--- config.mk ---
export PLATFORM = sky130hd
export DESIGN_NAME = seg7_scan_display
export DESIGN_NICKNAME = d
export VERILOG_FILES = /design/src/rtl/seg7_scan_display.sv
export SDC_FILE = /design/constraint.sdc
export NUM_CORES = 1
export LEC_CHECK = 0
export ABC_AREA = 1
export CAP_MARGIN = 5
export CORE_UTILIZATION = 49
export DETAILED_ROUTE_END_ITERATION = 12
export PLACE_DENSITY = 0.76
export SLEW_MARGIN = 10
export SYNTH_ARGS = -nofsm -noshare
export SYNTH_HDL_FRONTEND = slang
export SYNTH_SLANG_ARGS = --single-unit
export TNS_END_PERCENT = 1
--- constraint.sdc ---
create_clock -name clk_in -period 3 [get_ports clk_in]
set_input_delay 0.75 -clock clk_in [delete_from_list [all_inputs] [get_ports clk_in]]
set_output_delay 0.75 -clock clk_in [all_outputs]
set_load 0.02 [all_outputs]
--- src/rtl/seg7_scan_display.sv ---
// Eight-digit multiplexed common-anode seven-segment scanner.
// Takes one snapshot of i_data per frame so digits never tear mid-scan,
// gates each digit slot by a programmable duty window, and can freeze the
// snapshot with i_hold.
// Optional feature macro: SEG7_LEADING_ZERO_BLANK_EN (leading-zero blanking).
module seg7_scan_display #(
    parameter int unsigned CLKS_PER_DIGIT = 12500
) (
    input  logic        clk_in,
    input  logic        rst,
    input  logic [31:0] i_data,
    input  logic        i_hold,
    input  logic [1:0]  i_duty,
    output logic [7:0]  o_an,
    output logic [6:0]  o_seg,
    output logic        o_dp,
    output logic        o_frame
);

    localparam int unsigned CNT_W = $clog2(CLKS_PER_DIGIT);
    // Wide enough to hold 4*CLKS_PER_DIGIT for the duty-window product.
    localparam int unsigned LIM_W = $clog2(4 * CLKS_PER_DIGIT + 1);
    localparam logic [CNT_W-1:0] CNT_LAST = CNT_W'(CLKS_PER_DIGIT - 1);

    logic [CNT_W-1:0] cnt_q, cnt_d;
    logic [2:0]       digit_q, digit_d;
    logic [31:0]      snap_q, snap_d;
    logic [7:0]       an_q, an_d;
    logic [6:0]       seg_q, seg_d;
    logic             dp_q, dp_d;
    logic             frame_q, frame_d;

    logic             cnt_wrap_c;
    logic             boundary_c;
    logic [LIM_W-1:0] lim_c;
    logic             lit_c;
    logic             show_c;
    logic [3:0]       nib_c;

`ifdef SEG7_LEADING_ZERO_BLANK_EN
    logic [7:0]       blank_q, blank_d;
`endif

    // Active-low gfedcba hex glyphs.
    function automatic logic [6:0] hex7(input logic [3:0] n);
        case (n)
            4'h0:    hex7 = 7'h40;
            4'h1:    hex7 = 7'h79;
            4'h2:    hex7 = 7'h24;
            4'h3:    hex7 = 7'h30;
            4'h4:    hex7 = 7'h19;
            4'h5:    hex7 = 7'h12;
            4'h6:    hex7 = 7'h02;
            4'h7:    hex7 = 7'h78;
            4'h8:    hex7 = 7'h00;
            4'h9:    hex7 = 7'h10;
            4'hA:    hex7 = 7'h08;
            4'hB:    hex7 = 7'h03;
            4'hC:    hex7 = 7'h46;
            4'hD:    hex7 = 7'h21;
            4'hE:    hex7 = 7'h06;
            default: hex7 = 7'h0E;
        endcase
    endfunction

    // Next-state: slot/digit scan, frame snapshot, and registered display outputs.
    always_comb begin
        cnt_d   = cnt_q;
        digit_d = digit_q;
        snap_d  = snap_q;
        an_d    = 8'hFF;
        seg_d   = 7'h7F;
        dp_d    = 1'b1;
        frame_d = 1'b0;

        cnt_wrap_c = (cnt_q == CNT_LAST);
        boundary_c = cnt_wrap_c && (digit_q == 3'd7);

        if (cnt_wrap_c) begin
            cnt_d   = '0;
            digit_d = digit_q + 3'd1;
        end else begin
            cnt_d   = cnt_q + CNT_W'(1);
        end

        // Hold wins over a coincident frame boundary.
        if (boundary_c && !i_hold) begin
            snap_d = i_data;
        end
        frame_d = boundary_c;

        lim_c  = LIM_W'(((LIM_W'(i_duty) + LIM_W'(1)) * LIM_W'(CLKS_PER_DIGIT)) >> 2);
        lit_c  = (LIM_W'(cnt_q) < lim_c);
        nib_c  = 4'(snap_q >> {digit_q, 2'b00});

`ifdef SEG7_LEADING_ZERO_BLANK_EN
        blank_d = blank_q;
        if (boundary_c) begin
            blank_d[0] = 1'b0;
            for (int k = 1; k < 8; k++) begin
                blank_d[k] = ((snap_d >> (4 * k)) == 32'd0);
            end
        end
        show_c = lit_c && !blank_q[digit_q];
`else
        show_c = lit_c;
`endif

        if (show_c) begin
            an_d  = ~(8'b1 << digit_q);
            seg_d = hex7(nib_c);
        end
        // Decimal point marks hold on digit 4; it ignores blanking.
        dp_d = !(lit_c && (digit_q == 3'd4) && i_hold);
    end

    // State and output registers with synchronous active-low reset.
    always_ff @(posedge clk_in) begin
        if (!rst) begin
            cnt_q   <= '0;
            digit_q <= '0;
            snap_q  <= '0;
            an_q    <= 8'hFF;
            seg_q   <= 7'h7F;
            dp_q    <= 1'b1;
            frame_q <= 1'b0;
`ifdef SEG7_LEADING_ZERO_BLANK_EN
            blank_q <= '0;
`endif
        end else begin
            cnt_q   <= cnt_d;
            digit_q <= digit_d;
            snap_q  <= snap_d;
            an_q    <= an_d;
            seg_q   <= seg_d;
            dp_q    <= dp_d;
            frame_q <= frame_d;
`ifdef SEG7_LEADING_ZERO_BLANK_EN
            blank_q <= blank_d;
`endif
        end
    end

    assign o_an    = an_q;
    assign o_seg   = seg_q;
    assign o_dp    = dp_q;
    assign o_frame = frame_q;

endmodule

Yosys cells after proc, flatten, opt, wreduce, memory -nomap -nowiden

Memory sizes are Yosys's and may differ from the RTL's. A register that Yosys moved wholly into a read port is not among the register bits.
Index checks and enable logic that the tools add are counted.

Register bits after elaboration: 59
Latch bits: 0
Bits in writable memories: 0
Bits in read-only memories: 112
Bits of input ports: 37
Output and inout bits: 17
Logic and storage cells: 28
Memories: 1

Add/sub/neg operators: 3
Multiply operators: 1
Div/mod/pow operators: 0
Order comparisons: 1
Equality and inequality tests: 3
Shift-type cells: 2
Mux-type cells: 0
Bitwise logic cells: 2
Reduce and logical (&&, ||, !) cells: 9

Memories:

| memory           | words | width | read ports | clocked after Yosys merged registers in | write ports | line | text |
|---|---|---|---|---|---|---|---|
| (name not given) | 16    | 7     | 1          | 1                                       | 0           | 46   | `case (n)` |

Operator list:

| cell                    | number |
|---|---|
| $shr A32 B5 Y4          | 1 |
| $add A14 B1 Y14 const B | 1 |
| $eq A14 B14 Y1 const B  | 1 |
| $lt A14 B14 Y1          | 1 |
| $mul A3 B12 Y14 const B | 1 |
| $not A8 Y8              | 1 |
| $shl A1 B3 Y8 const A   | 1 |
| $eq A3 B3 Y1 const B    | 2 |
| $logic_and A1 B1 Y1     | 4 |
| $add A2 B1 Y3 const B   | 1 |
| $add A3 B1 Y3 const B   | 1 |
| $logic_not A1 Y1        | 3 |
| $reduce_and A2 Y1       | 1 |
| $reduce_or A2 Y1        | 1 |
| $not A1 Y1              | 1 |

Logic depth before layout (Yosys ltp)

Depth after elaboration: 6
Gate-level depth with buffers: 15
Gate-level depth less buffers: 15

Least setup slack after synthesis

No wires, ideal clock.

Path type: input -> register
From: input i_duty[0]
To: register seg_q[4], in the netlist o_seg[4]
Library setup time: 0.133 ns
Arrival time: 2.812 ns
Required time: 2.867 ns
Slack: 0.055 ns
Cell stages on the path: 12
Path buffers: 0
Cell sequence: inv_1 > ha_1 > xor2_1 > inv_1 > ha_1 > xnor2_1 > ha_1 > a21o_1 > nor2_1 > o21ai_1 > a21oi_2 > nand3_1

Word-level cells in the longest chain between the ends: 5

RTL lines:

| what                               | line | text |
|---|---|---|
| from (decl)                        | 13   | `input logic [1:0] i_duty,` |
| $add A2 B1 Y3                      | 92   | `lim_c = LIM_W'(((LIM_W'(i_duty) + LIM_W'(1)) * LIM_W'(CLKS_PER_DIGIT)) >> 2);` |
| $mul A3 B12 Y14                    | 92   |  |
| $lt A14 B14 Y1                     | 93   | `lit_c = (LIM_W'(cnt_q) < lim_c);` |
| $reduce_and A2 Y1 (no source line) | n/a  |  |
| $logic_not A1 Y1 (no source line)  | n/a  |  |
| to (decl)                          | 29   | `logic [6:0] seg_q, seg_d;` |

No other way between the ends.
A chain may end at the register's enable or synchronous reset.

Worst setup path after layout

From: input i_duty[0]
To: register seg_q[5], in the netlist o_seg[5]

Same word-level chain as after synthesis.

==> impl_metrics.env <==
export IMPL_cts_path_max_buffers=2
export IMPL_max_vdd_ir_drop_mv=0.394
export IMPL_maxSlewViolCount=0
export IMPL_antenna_cells=0
export IMPL_relSlewSlack_pct=44.3
export IMPL_start_util_pct=51.8
export IMPL_vias=3324
export IMPL_outcome="complete, no violations"
export IMPL_antenna_found_initial=0
export IMPL_cts_htree_levels=3
export IMPL_start_kind="input pin"
export IMPL_fin_tns_setup_ps=0
export IMPL_avgRoutedWirePerCell_um=11.4
export IMPL_p_leak_uw=0.00225
export IMPL_regArea_sq_um=1320
export IMPL_yosysTopAreaCellShare_pct=36.7
export IMPL_die_area_sq_um=7690
export IMPL_die_h_um=87.7
export IMPL_core_area_sq_um=6940
export IMPL_vias_per_cell=4.85
export IMPL_timing_worst_slew_pin_value_ps=834
export IMPL_skew_ps=9.19
export IMPL_fin_crit_ps=2840
export IMPL_grt_pass1_vias=3133
export IMPL_finalSetupViolCount=0
export IMPL_finalHoldViolations=0
export IMPL_crit_arrival_ps=3080
export IMPL_worstPathMaxFanout=9
export IMPL_synth_area_sq_um=3600
export IMPL_synthCells=524
export IMPL_postCtsHoldBufs=0
export IMPL_period_share_pct=94.6
export IMPL_worstSetupEndpointType="flop"
export IMPL_synth_fp_nets=594
export IMPL_routed_wl_um=7790
export IMPL_hpwl_um=5560
export IMPL_gp_congestion=0.903
export IMPL_yosysWarnings=0
export IMPL_remaining_drc_errors=0
export IMPL_hold_class="flop to flop"
export IMPL_maxCapViolations=0
export IMPL_fmax_mhz=352
export IMPL_grt_overflow_total=0
export IMPL_yosysSeqAreaShare_pct=36.7
export IMPL_crit_type="input pin to flop"
export IMPL_die_w_um=87.7
export IMPL_io_pins=54
export IMPL_portBuffers=53
export IMPL_ys_top_cells_by_area="dfxtp_1 (37%), nand2_1 (16%), ha_1 (11%), nor2_1 (9.9%), nand3_1 (6.3%)"
export IMPL_fillers=594
export IMPL_clk_root_buffer_cell="clkbuf_8"
export IMPL_postRouteAntennaNets=0
export IMPL_drt_pass1_iter_count=4
export IMPL_drive_above_1_share_pct=9.49
export IMPL_power_density_nw_per_um2=420
export IMPL_syn_avg_cell_area_sq_um=6.86
export IMPL_synthTopCellsByCount="nand2_1 (149), nor2_1 (95), dfxtp_1 (66)"
export IMPL_grt_pass1_wl_um=13500
export IMPL_multi_input_area_sq_um=1980
export IMPL_synth_seq_cells=66
export IMPL_timing_hold_ws_ps=467
export IMPL_initialDrtViolationCount=179
export IMPL_grt_start_max_net_pins=65
export IMPL_yosys_area_top_type="dfxtp_1"
export IMPL_grt_usage_pct=22.5
export IMPL_grt_setup_unrepaired="no"
export IMPL_clk_pin_slew_ps=70
export IMPL_cts_buffers=9
export IMPL_area_growth_pct=25.9
export IMPL_synth_ff_type="dfxtp_1"
export IMPL_clkSinkCount=66
export IMPL_clock_latency_ps=350
export IMPL_synthDistinctLibCells=36
export IMPL_synth_most_common_cell="nand2_1"
export IMPL_synth_async_sr_flop_share_pct=0
export IMPL_required_ps=3240
export IMPL_synth_edf_count=0
export IMPL_nets=655
export IMPL_fp_row_count=30
export IMPL_cts_tree="yes"
## critical path, stage by stage
cell	delay (ps)
dlygate4sd2_1	260
buf_6	150
ha_1	220
inv_1	130
nor2_4	50
ha_4	230
xnor2_1	130
ha_1	340
a21o_1	190
nor2_1	120
o21ai_2	100
a21oi_2	190
buf_6	140
nand3_1	70
## cells by family after synthesis
| family | count (synthesis) | share of synthesized area [%] |
|---|---|---|
| DFF | 66 | 36.7 |
| adders and majority gates | 33 | 11.5 |
| and+or+nand+nor | 314 | 36.7 |
| buffers and inverters | 82 | 9.67 |
| AOI/OAI and AO/OA | 22 | 3.69 |
| xor gates and xnor gates | 7 | 1.70 |
## per-stage QoR
| stage | instances | util (%) | power [uW] | setup slack, ps | area (sq um) |
|---|---|---|---|---|---|
| after floorplan | 524 | - | 975 | 55.1 | 3600 |
| after global placement | 669 | 61.0 | 1060 | -481 | 4240 |
| after global routing | 686 | 65.2 | 1970 | 17.6 | 4530 |
| after detailed placement | 669 | 61.0 | 1060 | -563 | 4240 |
| after CTS | 686 | 65.1 | 1900 | 211 | 4520 |
| final | 686 | 65.2 | 1900 | 163 | 4530 |
## final timing paths
| check | start | end | slack, ps | cells past startpoint |
|---|---|---|---|---|
| setup / recovery | i_duty[0] | o_seg[5] | 160 | 14 |
| hold / removal | cnt_q[0] | cnt_q[0] | 470 | 1 |
| setup reg to reg | digit_q[1] | snap_q[19] | 590 | 5 |
| hold reg to reg | cnt_q[0] | cnt_q[0] | 470 | 1 |
## final cells by class
type,count,area share (%)
multi-input combinational,376,43.8
sequential,66,29.2
timing repair buffer,66,13.9
inverter,66,5.47
clock buffer,10,3.04
tap,96,2.65
clock inverter,6,1.96
## layer usage
layer,up-vias,GRT usage (%),part of all wire (%)
met1,1481,28.1,47
li1,1742,-,-
met3,6,5.84,5.6
met2,95,37.8,47
met4,0,7.75,0.96
met5,-,0,0
## flip-flops by register name (all words and copies together) (netlist names)
register,cells
cnt_q,14
digit_q,3
o_seg,7
snap_q,32
o_dp,1
o_an,8
o_frame,1
## power breakdown
part           switching, uW  internal, uW  leakage [uW]
Clock                    356           491      0.000109
Combinational           72.8          90.8       0.00160
Sequential              4.75           884      0.000535
Total                    434          1470       0.00225
## cell usage in the layout (no fill, tap or decap), types with 2 or more instances in the layout
master           instances
nand2_1                148
nor2_1                  93
dfxtp_1                 66
inv_1                   54
clkdlybuf4s50_1         51
nand3_1                 45
ha_1                    31
inv_2                   11
clkbuf_8                10
buf_4                   10
a21oi_1                  9
nor3_1                   7
nand4_1                  5
xor2_1                   5
o211ai_1                 3
o21ai_0                  2
o21ai_1                  2
nor2_4                   2
nand2_2                  2
nor2_2                   2
nand3_2                  2
nor3b_1                  2
ha_4                     2
bufinv_16                2
clkinvlp_4               2
dlygate4sd2_1            2
buf_6                    2
## what timing repair did
item | CTS | global route
cloned | 1 | 0
pin swaps | 9 | 0
endpoints found under the setup margin | 16 | 3
gates resized for setup | 13 | 1
buffers inserted | 0 | 0
No activity file was read; power rests on OpenSTA's default activity.
